**src/rtl/seg_scan_ctrl.sv**
```systemverilog
// seg_scan_ctrl: time-multiplexed scan controller for a common-anode
// seven-segment display. Holds a double-buffered BCD value, steps through
// the digits one slot at a time and blanks the anodes for a guard interval
// at the start of every slot so the previous digit never ghosts.
module seg_scan_ctrl #(
  parameter int NUM_DIGITS   = 4,
  parameter int REFRESH_DIV  = 100000,
  parameter int BLANK_CYCLES = 1000
) (
  input  logic                    clk,
  input  logic                    rst,
  input  logic                    load,
  input  logic [4*NUM_DIGITS-1:0] value,
  input  logic [NUM_DIGITS-1:0]   dp_in,
  input  logic                    lzb,
  output logic [3:0]              bcd,
  output logic [NUM_DIGITS-1:0]   an,
  output logic                    dp,
  output logic                    frame_done
);

  localparam int VW = 4 * NUM_DIGITS;
  localparam int CW = (REFRESH_DIV > 1) ? $clog2(REFRESH_DIV) : 1;
  localparam int IW = $clog2(NUM_DIGITS);
  localparam logic [CW-1:0] CNT_LAST   = CW'(REFRESH_DIV - 1);
  localparam logic [CW-1:0] BLANK_LAST = CW'((BLANK_CYCLES > 0) ? BLANK_CYCLES - 1 : 0);
  localparam logic [IW-1:0] IDX_LAST   = IW'(NUM_DIGITS - 1);

  typedef enum logic {
    st_blank,
    st_show
  } state_t;

  state_t          state_reg, state_next;
  logic [CW-1:0]   cnt_reg, cnt_next;
  logic [IW-1:0]   idx_reg, idx_next;

  logic [VW-1:0]         shadow_val_reg;
  logic [NUM_DIGITS-1:0] shadow_dp_reg;
  logic [VW-1:0]         active_val_reg, active_val_next;
  logic [NUM_DIGITS-1:0] active_dp_reg, active_dp_next;
  logic                  pending_reg, pending_next;

  // Set by reset so the first slot after reset gets its digit loaded,
  // since that slot does not begin with a slot-end edge.
  logic                  fresh_reg;

  logic [3:0]            bcd_reg, bcd_next;
  logic                  dp_reg, dp_next;
  logic [NUM_DIGITS-1:0] an_reg, an_next;
  logic                  frame_done_reg, frame_done_next;

  logic slot_end;
  logic wrap;
  logic blank_digit;

  // zero_above[k]: active digits k..NUM_DIGITS-1 are all zero with no dp set
  logic [NUM_DIGITS:0] zero_above;

  assign slot_end = (cnt_reg == CNT_LAST);
  assign wrap     = slot_end && (idx_reg == IDX_LAST);

  // FSM state register with slot counter and digit index
  always_ff @(posedge clk) begin
    if (rst) begin
      state_reg <= st_blank;
      cnt_reg   <= '0;
      idx_reg   <= '0;
    end else begin
      state_reg <= state_next;
      cnt_reg   <= cnt_next;
      idx_reg   <= idx_next;
    end
  end

  // Next-state: guard interval, then show, restart at every slot end
  always_comb begin
    state_next = state_reg;
    cnt_next   = cnt_reg + CW'(1);
    idx_next   = idx_reg;
    if (slot_end) begin
      cnt_next   = '0;
      idx_next   = (idx_reg == IDX_LAST) ? '0 : idx_reg + IW'(1);
      state_next = (BLANK_CYCLES == 0) ? st_show : st_blank;
    end else if (state_reg == st_blank &&
                 (BLANK_CYCLES == 0 || cnt_reg == BLANK_LAST)) begin
      state_next = st_show;
    end
  end

  // Double buffer: loads park in the shadow and are promoted only at a
  // frame wrap; a load on the wrap cycle itself goes straight to active.
  always_comb begin
    active_val_next = active_val_reg;
    active_dp_next  = active_dp_reg;
    pending_next    = pending_reg;
    if (wrap) begin
      pending_next = 1'b0;
      if (load) begin
        active_val_next = value;
        active_dp_next  = dp_in;
      end else if (pending_reg) begin
        active_val_next = shadow_val_reg;
        active_dp_next  = shadow_dp_reg;
      end
    end else if (load) begin
      pending_next = 1'b1;
    end
  end

  assign zero_above[NUM_DIGITS] = 1'b1;

  genvar gi;
  generate
    for (gi = 0; gi < NUM_DIGITS; gi++) begin : g_lead_zero
      assign zero_above[gi] = zero_above[gi+1] &&
                              (active_val_next[4*gi +: 4] == 4'h0) &&
                              !active_dp_next[gi];
    end
  endgenerate

  assign blank_digit = lzb && (idx_next != '0) && zero_above[idx_next];

  // Output next values: digit data changes only at slot boundaries,
  // anodes follow the next FSM state so they are one-hot-low or all off.
  always_comb begin
    bcd_next        = bcd_reg;
    dp_next         = dp_reg;
    an_next         = '1;
    frame_done_next = (cnt_next == CNT_LAST) && (idx_next == IDX_LAST);
    if (slot_end || fresh_reg) begin
      if (blank_digit) begin
        bcd_next = 4'hF;
        dp_next  = 1'b0;
      end else begin
        bcd_next = active_val_next[{idx_next, 2'b00} +: 4];
        dp_next  = active_dp_next[idx_next];
      end
    end
    if (state_next == st_show) begin
      an_next[idx_next] = 1'b0;
    end
  end

  // Buffers and registered outputs
  always_ff @(posedge clk) begin
    if (rst) begin
      shadow_val_reg <= '0;
      shadow_dp_reg  <= '0;
      active_val_reg <= '0;
      active_dp_reg  <= '0;
      pending_reg    <= 1'b0;
      fresh_reg      <= 1'b1;
      bcd_reg        <= 4'hF;
      dp_reg         <= 1'b0;
      an_reg         <= '1;
      frame_done_reg <= 1'b0;
    end else begin
      if (load) begin
        shadow_val_reg <= value;
        shadow_dp_reg  <= dp_in;
      end
      active_val_reg <= active_val_next;
      active_dp_reg  <= active_dp_next;
      pending_reg    <= pending_next;
      fresh_reg      <= 1'b0;
      bcd_reg        <= bcd_next;
      dp_reg         <= dp_next;
      an_reg         <= an_next;
      frame_done_reg <= frame_done_next;
    end
  end

  assign bcd        = bcd_reg;
  assign dp         = dp_reg;
  assign an         = an_reg;
  assign frame_done = frame_done_reg;

endmodule

```
**config.mk**
```make
export PLATFORM = sky130hd
export DESIGN_NAME = seg_scan_ctrl
export DESIGN_NICKNAME = d
export VERILOG_FILES = /design/src/rtl/seg_scan_ctrl.sv
export SDC_FILE = /design/constraint.sdc
export NUM_CORES = 1
export LEC_CHECK = 0
export BUFFER_PORTS_ARGS = -buffer_cell sky130_fd_sc_hd__buf_2
export CAP_MARGIN = 20
export CORE_MARGIN = 2
export CORE_UTILIZATION = 45
export CTS_BUF_LIST = sky130_fd_sc_hd__clkbuf_4 sky130_fd_sc_hd__clkbuf_8
export DETAILED_ROUTE_END_ITERATION = 10
export PLACE_DENSITY_LB_ADDON = 0.08
export SYNTH_ARGS = -nofsm -noshare
export SYNTH_HDL_FRONTEND = slang
export SYNTH_SLANG_ARGS = --single-unit
```
**constraint.sdc**
```tcl
create_clock -name clk -period 2.4 [get_ports clk]
set_input_delay 0.36 -clock clk [delete_from_list [all_inputs] [get_ports clk]]
set_output_delay 0.36 -clock clk [all_outputs]
set_load 0.02 [all_outputs]
```
==> Word-level counts from Yosys, hierarchy flattened <==
Cells that the tools add are included.
{ "totals": {"reg_bits": 72, "input_bits": 24, "output_inout_bits": 10, "word_cells": 72} }
{ "classes": {"addsub": 2, "n_lt_le_gt_ge": 3, "n_eq_ne": 5, "shifts": 1, "n_mux": 20, "n_bitwise": 3, "n_reduce_logical": 25} }
{ "op_table": {"columns": ["op", "count"], "rows": [
  ["$mux 16", 3],
  ["$eq 17x17->1 const B", 2],
  ["$add 17x1->17 const B", 1],
  ["$eq 17x10->1 const B", 1],
  ["$mux 17", 1],
  ["$logic_not 4->1", 4],
  ["$mux 4", 4],
  ["$shiftx 16x5->4", 1],
  ["$logic_and 1x1->1", 13],
  ["$mux 1", 7],
  ["$bmux 1 s2", 2],
  ["$eq 2x2->1 const B", 2],
  ["$logic_not 1->1", 4],
  ["$lt 2x4->1 const B", 1],
  ["$mux 2", 2],
  ["$not 4->4", 1],
  ["$reduce_or 2->1", 2],
  ["$lt 2x3->1 const B", 1],
  ["$add 2x1->2 const B", 1],
  ["$demux 1 s2", 1],
  ["$ge 2x1->1 const B", 1],
  ["$not 1->1", 2],
  ["$reduce_bool 2->1", 1],
  ["$logic_or 1x1->1", 1]
]} }

==> Depth between registers and ports, before layout <==
{ "logic_depth": {"word_depth": 15, "depth_mapped": 10, "depth_no_buf": 8} }

==> Least setup slack after synthesis <==
No wires, ideal clock.
{ "synth_timing": {"path_type": "reg2reg", "start": "register cnt_reg[0]", "end": "register bcd_reg[2], in the netlist bcd[2]", "setup_ns": 0.079, "arrival_time_ns": 2.200, "required_time_ns": 2.321, "setup_slack_ns": 0.122, "stages_incl_launch_ff": 10, "n_path_buf": 2, "period_less_slack_ns": 2.278, "cell_sequence": "dfxtp_1 -> ha_1 -> and4_1 -> and4_1 -> buf_6 -> mux2i_4 -> buf_6 -> mux2_4 -> o221a_1 -> o221ai_2"} }
{ "synth_between": {"elab_chain_cells": 15, "word_cells_on_any_way": 28, "classes_between": "eq/ne: 1; shift: 1; mux: 6; reduce/logical: 20"} }
{ "synth_rtl": {"columns": ["element", "line_no", "rtl"], "rows": [
  ["start, declared", "35", "logic [CW-1:0] cnt_reg, cnt_next;"],
  ["start signal, assigned", "71", "cnt_reg <= cnt_next;"],
  ["$eq 17x17->1 *", "60", "assign slot_end = (cnt_reg == CNT_LAST);"],
  ["$logic_and 1x1->1", "61", "assign wrap = slot_end && (idx_reg == IDX_LAST);"],
  ["$mux 16 or $mux 4 (tied branches)", "97", "if (wrap) begin"],
  ["$logic_not 4->1 or $logic_not 1->1 (tied branches)", "117, 118", null],
  ["$logic_and 1x1->1", "117", "(active_val_next[4*gi +: 4] == 4'h0) &&"],
  ["$logic_and 1x1->1", "116", "assign zero_above[gi] = zero_above[gi+1] &&"],
  ["$logic_and 1x1->1", "117", null],
  ["$logic_and 1x1->1", "116", null],
  ["$logic_and 1x1->1", "117", null],
  ["$logic_and 1x1->1", "116", null],
  ["$logic_and 1x1->1", "117", null],
  ["$bmux 1 s2", "122", "assign blank_digit = lzb && (idx_next != '0) && zero_above[idx_next];"],
  ["$mux 1 (implied by the code)", "122", null],
  ["$logic_and 1x1->1", "122", null],
  ["$mux 4", "132", "if (blank_digit) begin"],
  ["end signal, assigned", "167", "bcd_reg <= bcd_next;"],
  ["end, declared", "48", "logic [3:0] bcd_reg, bcd_next;"]
]} }
Mark *: on every way between the ends. The rest lies on a longest branch, timed or not. The select of a mux whose other input is x is not followed.
A chain may end at the register's enable or synchronous reset.

==> Final worst setup path <==
{ "layout_timing": {"start": "register cnt_reg[1]", "end": "register bcd_reg[3], in the netlist bcd[3]"} }
The elaborated chain is that of the path after synthesis.

==> impl_results.html <==
<table>
<tr><th>Metric</th><th>Value</th></tr>
<tr><th colspan="2">Die</th></tr>
<tr><td>Core Box Area</td><td>0.007137 mm²</td></tr>
<tr><td>Starting utilization of the core area</td><td>45.62%</td></tr>
<tr><td>Total die area</td><td>0.007931 mm²</td></tr>
<tr><td>Die Y-Extent</td><td>roughly 89 µm</td></tr>
<tr><td>Cell row count</td><td>31</td></tr>
<tr><td>Die width</td><td>89.06 µm</td></tr>
<tr><td>IO Pins</td><td>34</td></tr>
<tr><th colspan="2">STA</th></tr>
<tr><td>Final worst path period need</td><td>2276 ps</td></tr>
<tr><td>Worst setup margin</td><td>approximately 120 ps</td></tr>
<tr><td>Hold Violations, Final</td><td>0</td></tr>
<tr><td>Final worst clock skew</td><td>9.297 ps</td></tr>
<tr><td>Upper clock frequency limit</td><td>439.3 MHz</td></tr>
<tr><td>Total of endpoints with negative setup slack in the final report</td><td>0</td></tr>
<tr><td>Setup repair after global routing missed its margin</td><td>false</td></tr>
<tr><td>Headroom to the max-slew limit</td><td>around two thirds</td></tr>
<tr><td>Ratio of final minimum period to clock period</td><td>94.85%</td></tr>
<tr><td>Slew Limit Fails</td><td>0</td></tr>
<tr><td>Slew at the pin with the worst max-slew slack</td><td>506.9 ps</td></tr>
<tr><td>Total Neg Setup Slack</td><td>0 ps</td></tr>
<tr><th colspan="2">Finish</th></tr>
<tr><td>Max reg flops</td><td>17</td></tr>
<tr><td>Area Overhead vs Synth</td><td>20.83%</td></tr>
<tr><td>Layout filler cell count</td><td>705</td></tr>
<tr><td>Ant diodes</td><td>0</td></tr>
<tr><td>Final design instance area without fill</td><td>0.003934 mm²</td></tr>
<tr><td>Proportion of layout cells with a drive suffix above 1</td><td>between 20% and 30%</td></tr>
<tr><td>Nets</td><td>between 400 and 500</td></tr>
<tr><th colspan="2">Clock tree</th></tr>
<tr><td>Post-CTS Hold Buffers</td><td>0</td></tr>
<tr><td>Clock tree from TritonCTS</td><td>built</td></tr>
<tr><td>Clock H-tree levels</td><td>3</td></tr>
<tr><td>Maximum clock path buffer count</td><td>2</td></tr>
<tr><td>Root buffer cell</td><td>sky130_fd_sc_hd__clkbuf_8</td></tr>
<tr><td>Clock-pin slew on the worst setup and hold paths</td><td>approximately 70 ps</td></tr>
<tr><td>Clock Sinks</td><td>72</td></tr>
<tr><td>Insertion delay of the later-clocked pin in the worst-skew pair</td><td>350 ps</td></tr>
<tr><td>Number of buffers added by the clock tree synthesis step</td><td>9</td></tr>
<tr><th colspan="2">Routing</th></tr>
<tr><td>DR iter-0 viols</td><td>164</td></tr>
<tr><td>Remaining antenna violation count after routing</td><td>0</td></tr>
<tr><td>Routed length per instance</td><td>about 14 µm</td></tr>
<tr><td>Routed vias/inst</td><td>5.171</td></tr>
<tr><td>Routed wire length</td><td>approximately 7400 µm</td></tr>
<tr><td>DRC Markers</td><td>0</td></tr>
<tr><td>Overall via count from detail_route</td><td>2720</td></tr>
<tr><td>Iteration count of the initial detailed-routing pass</td><td>4</td></tr>
<tr><th colspan="2">Pwr</th></tr>
<tr><td>Leakage dissipation</td><td>1.572 nW</td></tr>
<tr><td>Power Dens Cells</td><td>628.6 mW/mm²</td></tr>
<tr><td>Worst IR drop on VDD</td><td>0.0003143 V</td></tr>
<tr><th colspan="2">Global routing</th></tr>
<tr><td>Antenna violations before repair</td><td>0</td></tr>
<tr><td>Via count of the first global-routing pass</td><td>2461</td></tr>
<tr><td>Global router's overall resource usage</td><td>19.90%</td></tr>
<tr><td>Wire length of the first global-routing pass</td><td>12070 µm</td></tr>
<tr><td>Largest net degree at the start of global routing</td><td>48</td></tr>
<tr><td>GRT overflow</td><td>0</td></tr>
<tr><th colspan="2">Logic synthesis</th></tr>
<tr><td>Most frequently used cell type in the post-synthesis netlist</td><td>sky130_fd_sc_hd__nor2_1</td></tr>
<tr><td>Biggest area contributors in the synthesized netlist</td><td>sky130_fd_sc_hd__dfxtp_1, sky130_fd_sc_hd__nor2_1, sky130_fd_sc_hd__mux2i_1</td></tr>
<tr><td>Ranking of synthesized cells by instance count</td><td>sky130_fd_sc_hd__nor2_1, sky130_fd_sc_hd__dfxtp_1, sky130_fd_sc_hd__nor3_1</td></tr>
<tr><td>Net count after synthesis</td><td>392</td></tr>
<tr><td>Synthesized area per cell</td><td>8.895 µm²</td></tr>
<tr><td>Post-synthesis cell count</td><td>366</td></tr>
<tr><td>Number of warnings printed during yosys synthesis</td><td>0</td></tr>
<tr><td>Portion of synthesized cell area occupied by the leading cell type</td><td>approximately 44%</td></tr>
<tr><td>Post-synth EDFFs</td><td>0</td></tr>
<tr><td>Portion of the post-synthesis area used by sequential elements</td><td>44.27%</td></tr>
<tr><td>Most used DFF post-synth</td><td>sky130_fd_sc_hd__dfxtp_1</td></tr>
<tr><td>Cell taking the most area after synthesis</td><td>sky130_fd_sc_hd__dfxtp_1</td></tr>
<tr><td>FFs w/ async S/R, synth</td><td>0%</td></tr>
<tr><td>Count of distinct cell types in the synthesized netlist</td><td>52</td></tr>
<tr><td>Flops &amp; latches, synth</td><td>72</td></tr>
<tr><td>Post-synthesis instance area</td><td>~0.0033 mm²</td></tr>
<tr><th colspan="2">Setup path</th></tr>
<tr><td>Count of cells along the worst register-to-register path</td><td>8</td></tr>
<tr><td>Worst Setup Path Type</td><td>register to register</td></tr>
<tr><td>Crit Path Max Fanout</td><td>4</td></tr>
<tr><td>Crit start category</td><td>register</td></tr>
<tr><td>Stage delay of the slowest cell on the critical path</td><td>360 ps</td></tr>
<tr><td>WP depth</td><td>8</td></tr>
<tr><td>Category of the worst setup path capture point</td><td>register</td></tr>
<tr><td>Slowest cell on the critical path</td><td>sky130_fd_sc_hd__dfxtp_1</td></tr>
<tr><td>Crit path buffers/inverters</td><td>1</td></tr>
<tr><td>Data arrival time of the critical path</td><td>2540 ps</td></tr>
<tr><td>Required @ worst endpoint</td><td>2660 ps</td></tr>
<tr><td>Worst path top cell family by delay</td><td>multiplexers</td></tr>
<tr><td>CP cell instances</td><td>ha_1 &gt; and4_1 &gt; and4_4 &gt; mux2i_4 &gt; buf_4 &gt; mux2_2 &gt; o221a_2 &gt; o221ai_1</td></tr>
<tr><th colspan="2">Placement</th></tr>
<tr><td>Dpl cell area</td><td>0.003671 mm²</td></tr>
<tr><td>HPWL after detailed placement</td><td>5334 µm</td></tr>
<tr><td>Port Buf Inserts</td><td>33</td></tr>
<tr><td>Routability congestion estimate</td><td>0.7944</td></tr>
<tr><td>Post-Place Setup Slack</td><td>74.14 ps</td></tr>
<tr><th colspan="2">Status</th></tr>
<tr><td>Result of the run</td><td>complete, no violations</td></tr>
<tr><th colspan="2">Hold path</th></tr>
<tr><td>Count of cells along the worst hold path</td><td>3</td></tr>
<tr><td>Kind of path behind the tightest hold check</td><td>primary input to register</td></tr>
<tr><th colspan="2">Flow run</th></tr>
<tr><td>Reported max-cap violation count</td><td>0</td></tr>
</table>
## worst min-delay path, stage by stage
cell and delay (ps):
sky130_fd_sc_hd__buf_2 80, sky130_fd_sc_hd__mux2i_1 60, sky130_fd_sc_hd__nor2_1 70
## final timing paths
| path | to | start | slack, ps |
|---|---|---|---|
| max | bcd[3]$_SDFFE_PP1P_ | cnt_reg[1]$_SDFF_PP0_ | 120 |
| max reg2reg | bcd[3]$_SDFFE_PP1P_ | cnt_reg[1]$_SDFF_PP0_ | 120 |
| min | shadow_val_reg[13]$_SDFFE_PP0P_ | value[13] | 260 |
| min reg2reg | active_dp_reg[0]$_SDFF_PP0_ | active_dp_reg[0]$_SDFF_PP0_ | 490 |
## repair_timing
item                                    4_1_cts  5_1_grt
endpoints found under the setup margin        0        7
setup buffers                                 0        3
gates resized for setup                       0        5
## power by group
| group | total [mW] | internal, mW | switching, mW |
|---|---|---|---|
| combinational | 0.157 | 0.0703 | 0.0865 |
| clock | 1.08 | 0.623 | 0.453 |
| sequential | 1.24 | 1.23 | 0.0140 |
| total | 2.47 | 1.92 | 0.553 |
## cell families (layout without fill, tap and decap cells)
| kind of cell | after synthesis | after routing | synth area share, % |
|---|---|---|---|
| AOI/OAI and AO/OA | 49 | 49 | 10.38 |
| adders and majority gates | 2 | 2 | 0.7685 |
| DFF | 72 | 72 | 44.27 |
| muxes | 30 | 30 | 9.992 |
| buffers and inverters | 25 | 86 | 3.881 |
| and+or+nand+nor | 171 | 171 | 26.13 |
| xor gates and xnor gates | 17 | 17 | 4.574 |
## routing by layer
layer | wire [µm] | share of wire [%] | track usage (%) | vias up
met5 | 0 | 0 | 0 | -
met4 | 121 | 1.6 | 8.141 | 0
met3 | 277 | 3.8 | 3.416 | 11
met2 | 3066 | 42 | 28.36 | 44
met1 | 3888 | 53 | 29.65 | 1251
li1 | - | - | - | 1414
## per-stage QoR
step | hold slack [ps] | cells | power [mW] | util, %
floorplan | 387.7 | 366 | 1.364 | -
global placement | 473.0 | 507 | 1.425 | 51.44
detailed placement | 476.7 | 507 | 1.427 | 51.44
CTS | 255.0 | 523 | 2.497 | 54.59
global route | 281.3 | 526 | 2.574 | 55.12
finish | 262.7 | 526 | 2.473 | 55.12
## cell type report
cell class,count,area (µm²),area share [%]
clock buffers,11,145.1,3.690
flip-flops and latches,72,1441,36.64
inverters,4,15.01,0.3817
clock inverters,5,80.08,2.036
well taps,99,123.9,3.149
multi-input cells,269,1703,43.29
repair buffers,66,425.4,10.81
## cells in the final DEF, fill, tap and decap left out, types with 5 or more instances in the layout
cell type,instances
sky130_fd_sc_hd__nor2_1,78
sky130_fd_sc_hd__dfxtp_1,72
sky130_fd_sc_hd__buf_2,33
sky130_fd_sc_hd__buf_4,32
sky130_fd_sc_hd__nor3_1,23
sky130_fd_sc_hd__mux2i_1,22
sky130_fd_sc_hd__a21oi_1,15
sky130_fd_sc_hd__nand3_1,13
sky130_fd_sc_hd__nand2_1,11
sky130_fd_sc_hd__clkbuf_8,10
sky130_fd_sc_hd__xnor2_1,9
sky130_fd_sc_hd__xor2_1,8
sky130_fd_sc_hd__and3_1,8
sky130_fd_sc_hd__o21ai_0,7
sky130_fd_sc_hd__mux2_2,6
sky130_fd_sc_hd__nor4_1,5
sky130_fd_sc_hd__a31oi_1,5
(Power assumes the default switching activity.)
